<file path="config.mk">
export PLATFORM = sky130hd
export DESIGN_NAME = alu_flat
export DESIGN_NICKNAME = d
export VERILOG_FILES = /design/src/rtl/alu_pkg.sv /design/src/rtl/alu_if.sv /design/src/rtl/alu.sv /design/src/flat_wrapper.sv
export SDC_FILE = /design/constraint.sdc
export NUM_CORES = 1
export LEC_CHECK = 0
export ABC_AREA = 1
export CORE_ASPECT_RATIO = 0.9
export CORE_MARGIN = 5
export CORE_UTILIZATION = 53
export CTS_CLUSTER_DIAMETER = 60
export DETAILED_ROUTE_END_ITERATION = 7
export HOLD_SLACK_MARGIN = 0.12
export PLACE_DENSITY = 0.9
export RECOVER_POWER = 100
export SETUP_SLACK_MARGIN = 0.5
export SYNTH_ARGS = -nofsm -noshare
export SYNTH_HDL_FRONTEND = slang
export SYNTH_SLANG_ARGS = --single-unit
</file>
<file path="constraint.sdc">
create_clock -name clk -period 2.8 [get_ports clk]
set_input_delay 0.84 -clock clk [delete_from_list [all_inputs] [get_ports clk]]
set_output_delay 0.84 -clock clk [all_outputs]
set_load 0.1 [all_outputs]
</file>
<file path="src/rtl/alu_pkg.sv">
// Shared constants and types for the rysy integer ALU.
// The decoder and the control unit import the same opcode encoding.
package alu_pkg;

    // Operand and result width of the RV32I datapath.
    localparam int REG_LEN = 32;

    // Width of the shift-amount field taken from operand B.
    localparam int SHAMT_LEN = 5;

    // Operation select. Codes 10..15 are reserved and produce 0.
    typedef enum logic [3:0] {
        ALU_ADD  = 4'd0,
        ALU_SUB  = 4'd1,
        ALU_SLL  = 4'd2,
        ALU_SLT  = 4'd3,
        ALU_SLTU = 4'd4,
        ALU_XOR  = 4'd5,
        ALU_SRL  = 4'd6,
        ALU_SRA  = 4'd7,
        ALU_OR   = 4'd8,
        ALU_AND  = 4'd9
    } alu_op_e;

    // Only the low five bits of operand B select a shift distance;
    // B[31:5] is deliberately ignored, matching RV32I shift semantics.
    function automatic logic [SHAMT_LEN-1:0] shamt_of(input logic [REG_LEN-1:0] b);
        return b[SHAMT_LEN-1:0];
    endfunction

endpackage

</file>
<file path="src/rtl/alu_if.sv">
// Operand/opcode/result bundle between the execute stage and the ALU.
// There is no valid/ready pair: the pipeline presents operands every
// cycle and the ALU accepts a new operation on every rising edge, so a
// transfer happens unconditionally each clock.
interface alu_if;
    import alu_pkg::*;

    logic [REG_LEN-1:0] alu_in1;  // operand A (rs1 / PC)
    logic [REG_LEN-1:0] alu_in2;  // operand B (rs2 / immediate)
    logic [3:0]         alu_op;   // operation select
    logic [REG_LEN-1:0] alu_out;  // registered result

    // Execute stage side: drives operands, observes the result.
    modport master (
        output alu_in1,
        output alu_in2,
        output alu_op,
        input  alu_out
    );

    // ALU side: consumes operands, drives the result.
    modport slave (
        input  alu_in1,
        input  alu_in2,
        input  alu_op,
        output alu_out
    );
endinterface

</file>
<file path="src/rtl/alu.sv">
// RV32I integer ALU: one combinational case on the opcode feeding a
// single result register. One cycle latency, one operation per cycle.
module alu
    import alu_pkg::*;
(
    input  logic   clk,
    input  logic   rst,
    alu_if.slave   bus
);

    logic [REG_LEN-1:0]   alu_out_q;
    logic [REG_LEN-1:0]   result_d;
    logic [SHAMT_LEN-1:0] shamt;

    assign shamt = shamt_of(bus.alu_in2);

    // Result mux; the default arm forces reserved opcodes to 0 and
    // keeps the block free of latches.
    always_comb begin
        result_d = '0;
        case (bus.alu_op)
            ALU_ADD:  result_d = bus.alu_in1 + bus.alu_in2;
            ALU_SUB:  result_d = bus.alu_in1 - bus.alu_in2;
            ALU_SLL:  result_d = bus.alu_in1 << shamt;
            ALU_SLT:  result_d = {{(REG_LEN-1){1'b0}},
                                  ($signed(bus.alu_in1) < $signed(bus.alu_in2))};
            ALU_SLTU: result_d = {{(REG_LEN-1){1'b0}},
                                  (bus.alu_in1 < bus.alu_in2)};
            ALU_XOR:  result_d = bus.alu_in1 ^ bus.alu_in2;
            ALU_SRL:  result_d = bus.alu_in1 >> shamt;
            ALU_SRA:  result_d = $unsigned($signed(bus.alu_in1) >>> shamt);
            ALU_OR:   result_d = bus.alu_in1 | bus.alu_in2;
            ALU_AND:  result_d = bus.alu_in1 & bus.alu_in2;
            default:  result_d = '0;
        endcase
    end

    // Result register; reset has priority over the computed value.
    always_ff @(posedge clk) begin
        if (rst) begin
            alu_out_q <= '0;
        end else begin
            alu_out_q <= result_d;
        end
    end

    assign bus.alu_out = alu_out_q;

endmodule

</file>
<file path="src/flat_wrapper.sv">
// flat-port wrapper written by rule: the top's interface ports become plain ports
module alu_flat import alu_pkg::*;
  (clk, rst, bus_alu_in1, bus_alu_in2, bus_alu_op, bus_alu_out);
  alu_if bus_i ();
  input  logic clk;
  input  logic rst;
  input wire logic [$bits(bus_i.alu_in1)-1:0] bus_alu_in1;
  input wire logic [$bits(bus_i.alu_in2)-1:0] bus_alu_in2;
  input wire logic [$bits(bus_i.alu_op)-1:0] bus_alu_op;
  output wire logic [$bits(bus_i.alu_out)-1:0] bus_alu_out;
  assign bus_i.alu_in1 = bus_alu_in1;
  assign bus_i.alu_in2 = bus_alu_in2;
  assign bus_i.alu_op = bus_alu_op;
  assign bus_alu_out = bus_i.alu_out;
  alu u_core (.clk(clk), .rst(rst), .bus(bus_i));
endmodule
</file>
==> summary.md, run 1 <==
| Metric | Value |
|---|---|
| Root Buffer | clkbuf_16 |
| Gr ovfl total | 247 |
| Leading cell type by number of instances after synthesis | nand2_1 |
| HPWL Detailed | 44.4 mm |
| Synth warnings | 0 |
| Die W | 161 um |
| Log Error | [ERROR GRT-0116] Global routing finished with congestion. Check the congestion regions in the DRC Viewer. |
| H-tree depth | 2 |
| Global-route wire length before repair | 150 mm |
| Sequential share of the synthesized area | 0.0592 |
| Syn_nets | 2362 |
| Top cell type by total area after synthesis | nand2_1 |
| Boundary Pins | 102 |
| Vias in the first global route | 23.1k |
| Total Routing Usage GR | 0.805 |
| #FFs+latches synth | 32 |
| Clk buf depth | 2 |
| Synthesized area | 10800 um2 |
| Async S/R FF share, synth | 0 |
| Main synth FF type | dfxtp_1 |
| Synth top area cells | nand2_1 (27%), nand3_1 (18%), ha_1 (11%) |
| Synth Instances | 2193 |
| Starting density of the core | 0.540 |
| Sink Count | 32 |
| Port bufs | 101 |
| Number of placement rows | 49 |
| Stopped at | global routing (5_1_grt) |
| Dpl ws | -572 ps |
| GPL Wtd Cong | 1.23 |
| Area post-placement | 14700 um2 |
| Total CTS buffers | 5 |
| Die Height | 146 um |
| Largest net degree at the start of global routing | 72 |
| Syn_area_per_cell | 4.93 um2 |
| Synth top area share | 0.270 |
| Cts hold-fix bufs | 0 |
| Cell variety after synth | 40 |
| Outcome | aborted with a tool error |
| Top post-synthesis cells by count | nand2_1 (777), nand3_1 (396), inv_1 (322) |
| Post-synth EDFFs | 0 |
per-stage QoR:
stage               TNS [ps]  utilization  hold WS, ps  cells
detailed placement    -13430        0.735         1340   2829
floorplan                  0            -         1030   2193
CTS                        0        0.832         1140   2861
global placement      -10640        0.735         1340   2829
routing by layer:
layer	GRT usage	overflow
met3	0.742	3
met5	0.409	1
met4	0.835	95
met1	0.788	8
met2	0.899	140
kinds of logic after synthesis:
| group | count (synthesis) | share of synthesized area |
|---|---|---|
| simple gates | 1430 | 0.559 |
| buf+inv | 433 | 0.161 |
| compound gates | 198 | 0.105 |
| fa+ha+maj | 99 | 0.116 |
| flops | 32 | 0.0592 |
| xor+xnor | 1 | 0.000809 |
timing repair:
item / in CTS
endpoints found under the setup margin: 32
resized for setup: 652
hold endpoints to repair: 0
pin swaps: 145
setup buffers: 24
gates cloned: 0
==> run 2, diff against run 1 <==
--- a/config.mk
+++ b/config.mk
@@ -6,15 +6,11 @@
 export NUM_CORES = 1
 export LEC_CHECK = 0
 export ABC_AREA = 1
-export CORE_ASPECT_RATIO = 0.9
 export CORE_MARGIN = 5
-export CORE_UTILIZATION = 53
-export CTS_CLUSTER_DIAMETER = 60
+export CORE_UTILIZATION = 38
 export DETAILED_ROUTE_END_ITERATION = 7
-export HOLD_SLACK_MARGIN = 0.12
-export PLACE_DENSITY = 0.9
+export PLACE_DENSITY_LB_ADDON = 0.15
 export RECOVER_POWER = 100
-export SETUP_SLACK_MARGIN = 0.5
 export SYNTH_ARGS = -nofsm -noshare
 export SYNTH_HDL_FRONTEND = slang
 export SYNTH_SLANG_ARGS = --single-unit
==> constraint.sdc (replaced) <==
create_clock -name clk -period 3.6 [get_ports clk]
set_input_delay 1.08 -clock clk [delete_from_list [all_inputs] [get_ports clk]]
set_output_delay 1.08 -clock clk [all_outputs]
set_load 0.1 [all_outputs]
==> run 2 against run 1 <==
The run now ends clean. Synthesized cell count unchanged. Synthesized area is the same.
==> summary.md, run 2 <==
| Metric | Value |
|---|---|
| Via density per instance | 5.49 |
| Syn_nets | 2362 (unchanged) |
| Sequential share of the synthesized area | 0.0592 (unchanged) |
| Clock power frac | 0.173 |
| PnR worst setup slack | 60.6 ps |
| Multi-input combinational cell area | 8470 um2 |
| Gr ovfl total | 0 |
| Layout cell share with drive strength beyond 1 | 0.123 |
| Core ar. | 27900 um2 |
| Drt initial violations | 1823 |
| Leading cell type by number of instances after synthesis | nand2_1 |
| Max reg flops | 32 |
| Synth Instances | 2193 (unchanged) |
| Worst Path Required | 3740 ps |
| CP startpoint | bus_alu_in2[15] |
| Final WL | 60.9 mm |
| Vias | 15.6k |
| Final Max Tran Viols | 0 |
| Top post-synthesis cells by count | nand2_1 (777), nand3_1 (396), inv_1 (322) |
| Worst slew pin tran | 1190 ps |
| Root Buffer | clkbuf_16 |
| Area Growth Syn to Fin | 27.8% |
| Maximum clock rate | 0.283 GHz |
| Final hold viol count | 0 |
| Syn_area_per_cell | 4.93 um2 (unchanged) |
| Final Cell Area | 13800 um2 |
| # setup viols final | 0 |
| DR WL/cell | 21.4 um |
| Number of max-cap violations | 0 |
| Number of placement rows | 61 (+24%) |
| Hold Startpoint | bus_alu_op[3] |
| Die Height | 179 um (+23%) |
| RSZ-0062 raised after global routing | false |
| Crit path max fanout | 6 |
| # DRC | 0 |
| Initial antenna violation count | 1 |
| Critical path endpoint category | flop |
| Period minus WS final | 3540 ps |
| Reg area | 641 um2 |
| GPL Wtd Cong | 1.07 (-13%) |
| Setup crit start kind | input pin |
| Sink Count | 32 (unchanged) |
| Total CTS buffers | 5 (unchanged) |
| H-tree depth | 2 (unchanged) |
| CTS tree | yes |
| Most common cell after layout, fill and taps aside | nand2_1 |
| Power density over cell area | 225 nW/um2 |
| Relative slew margins | 0.207 |
| Synthesized area | 10800 um2 (unchanged) |
| Placed cell count | 2833 (+0.14%) |
| Peak VDD IR | 0.000169 V |
| Vias in the first global route | 14.6k |
| Top cell type by total area after synthesis | nand2_1 |
| Most frequent cells in the layout | nand2_1 (776), nand3_1 (395), inv_1 (322) |
| Async S/R FF share, synth | 0 (unchanged) |
| Switch share | 0.542 |
| CP Data Arrival Time | 3680 ps |
| Final Non-Filler Cells | 2843 |
| Post-synth EDFFs | 0 (unchanged) |
| Port bufs | 101 (unchanged) |
| Static leakage | 7.93 nW |
| #FFs+latches synth | 32 (unchanged) |
| Die W | 179 um (+11%) |
| Crit Path Class | in -> reg |
| Clk buf depth | 2 (unchanged) |
| Final #Nets | 2631 |
| HPWL Detailed | 51.2 mm (+15%) |
| Clock transition at path regs | 60 ps |
| Combinational share of power | 0.699 |
| Area post-placement | 13800 um2 (-6.6%) |
| Boundary Pins | 102 (unchanged) |
| Total Routing Usage GR | 0.370 |
| P_sw | 1.69 mW |
| Largest net degree at the start of global routing | 72 |
| Synth top area share | 0.270 (unchanged) |
| Flop pwr share | 0.128 |
| Main synth FF type | dfxtp_1 |
| Internal | 1.42 mW |
| Synth top area cells | nand2_1 (27%), nand3_1 (18%), ha_1 (11%) |
| Cell variety after synth | 40 (unchanged) |
| Outcome | complete, no violations |
| Synth warnings | 0 (unchanged) |
| Starting density of the core | 0.387 (-0.152) |
| Antenna Violating Nets Remaining | 0 |
| Dpl ws | -322 ps (+249 ps) |
| Hold Crit Class | in -> reg |
| Share of the cycle needed by the critical path after routing | 0.983 |
| Overall Power | 3.11 mW |
| Die area | 32000 um2 |
| Initial DRT Pass Iterations | 6 |
| Global-route wire length before repair | 88.3 mm |
| # fillers | 3239 |
==> run 2: repair_timing <==
| item | in CTS | in global routing |
|---|---|---|
| setup buffers | 0 | 0 |
| resized for setup | 1 | 9 |
| hold endpoints to repair | 0 | 0 |
| pin swaps | 0 | 0 |
| setup endpoints to repair | 1 | 6 |
| hold buffers | 0 | 0 |
==> run 2: stage by stage <==
step | hold slack [ps] | util | TNS [ps]
floorplan | 1270 | - | 0
CTS | 1600 | 0.499 | 0
detailed placement | 1580 | 0.493 | -2190
global placement | 1580 | 0.493 | -2130
finish | 1600 | 0.495 | 0
global route | 1610 | 0.495 | 0
==> run 2: layer usage <==
metal	up-vias	global-route usage	share of wire
met1	7148	0.473	0.40
met4	2	0.189	0.064
li1	7496	-	-
met3	155	0.0540	0.087
met2	798	0.604	0.45
met5	-	0	0.00030
==> run 2: final cells by class <==
| class | count | area share |
|---|---|---|
| antenna | 2 | 0.000362 |
| clock inverter | 3 | 0.00335 |
| inverter | 336 | 0.0914 |
| timing repair buffer | 359 | 0.203 |
| sequential | 32 | 0.0463 |
| clock buffer | 5 | 0.00905 |
| tap | 378 | 0.0342 |
| multi-input combinational | 1728 | 0.613 |
==> run 2: worst max-delay path: stages <==
cell and delay (ps):
clkdlybuf4s50_1 570, inv_1 100, ha_1 450, clkbuf_1 180
nand2_1 60, nand2_1 100, nand2_1 80, nand2_1 70
nand2_1 70, nand2_1 100, a21oi_1 360, nand3_1 140
nand3_1 100, nand2_1 60, nor2_1 100, nor2_1 50
==> run 2: power groups by stage <==
| stage | registers [mW] | logic [mW] | clock network (mW) |
|---|---|---|---|
| detailed placement | 0.407 | 2.14 | 0 |
| finish | 0.398 | 2.17 | 0.539 |
| floorplan | 0.599 | 1.02 | 0 |
| global route | 0.400 | 2.32 | 0.555 |
| CTS | 0.399 | 2.15 | 0.541 |
| global placement | 0.407 | 2.13 | 0 |
==> run 2: final timing paths <==
check | end | cells after the start
hold / removal | u_core.bus.alu_out[0] | 4
setup / recovery | u_core.bus.alu_out[30] | 16
==> run 2: kinds of logic after synthesis <==
family          Yosys count  synth area share
simple gates           1430             0.559
compound gates          198             0.105
xor+xnor                  1          0.000809
buf+inv                 433             0.161
fa+ha+maj                99             0.116
flops                    32            0.0592
No activity file was read; power rests on OpenSTA's default activity.
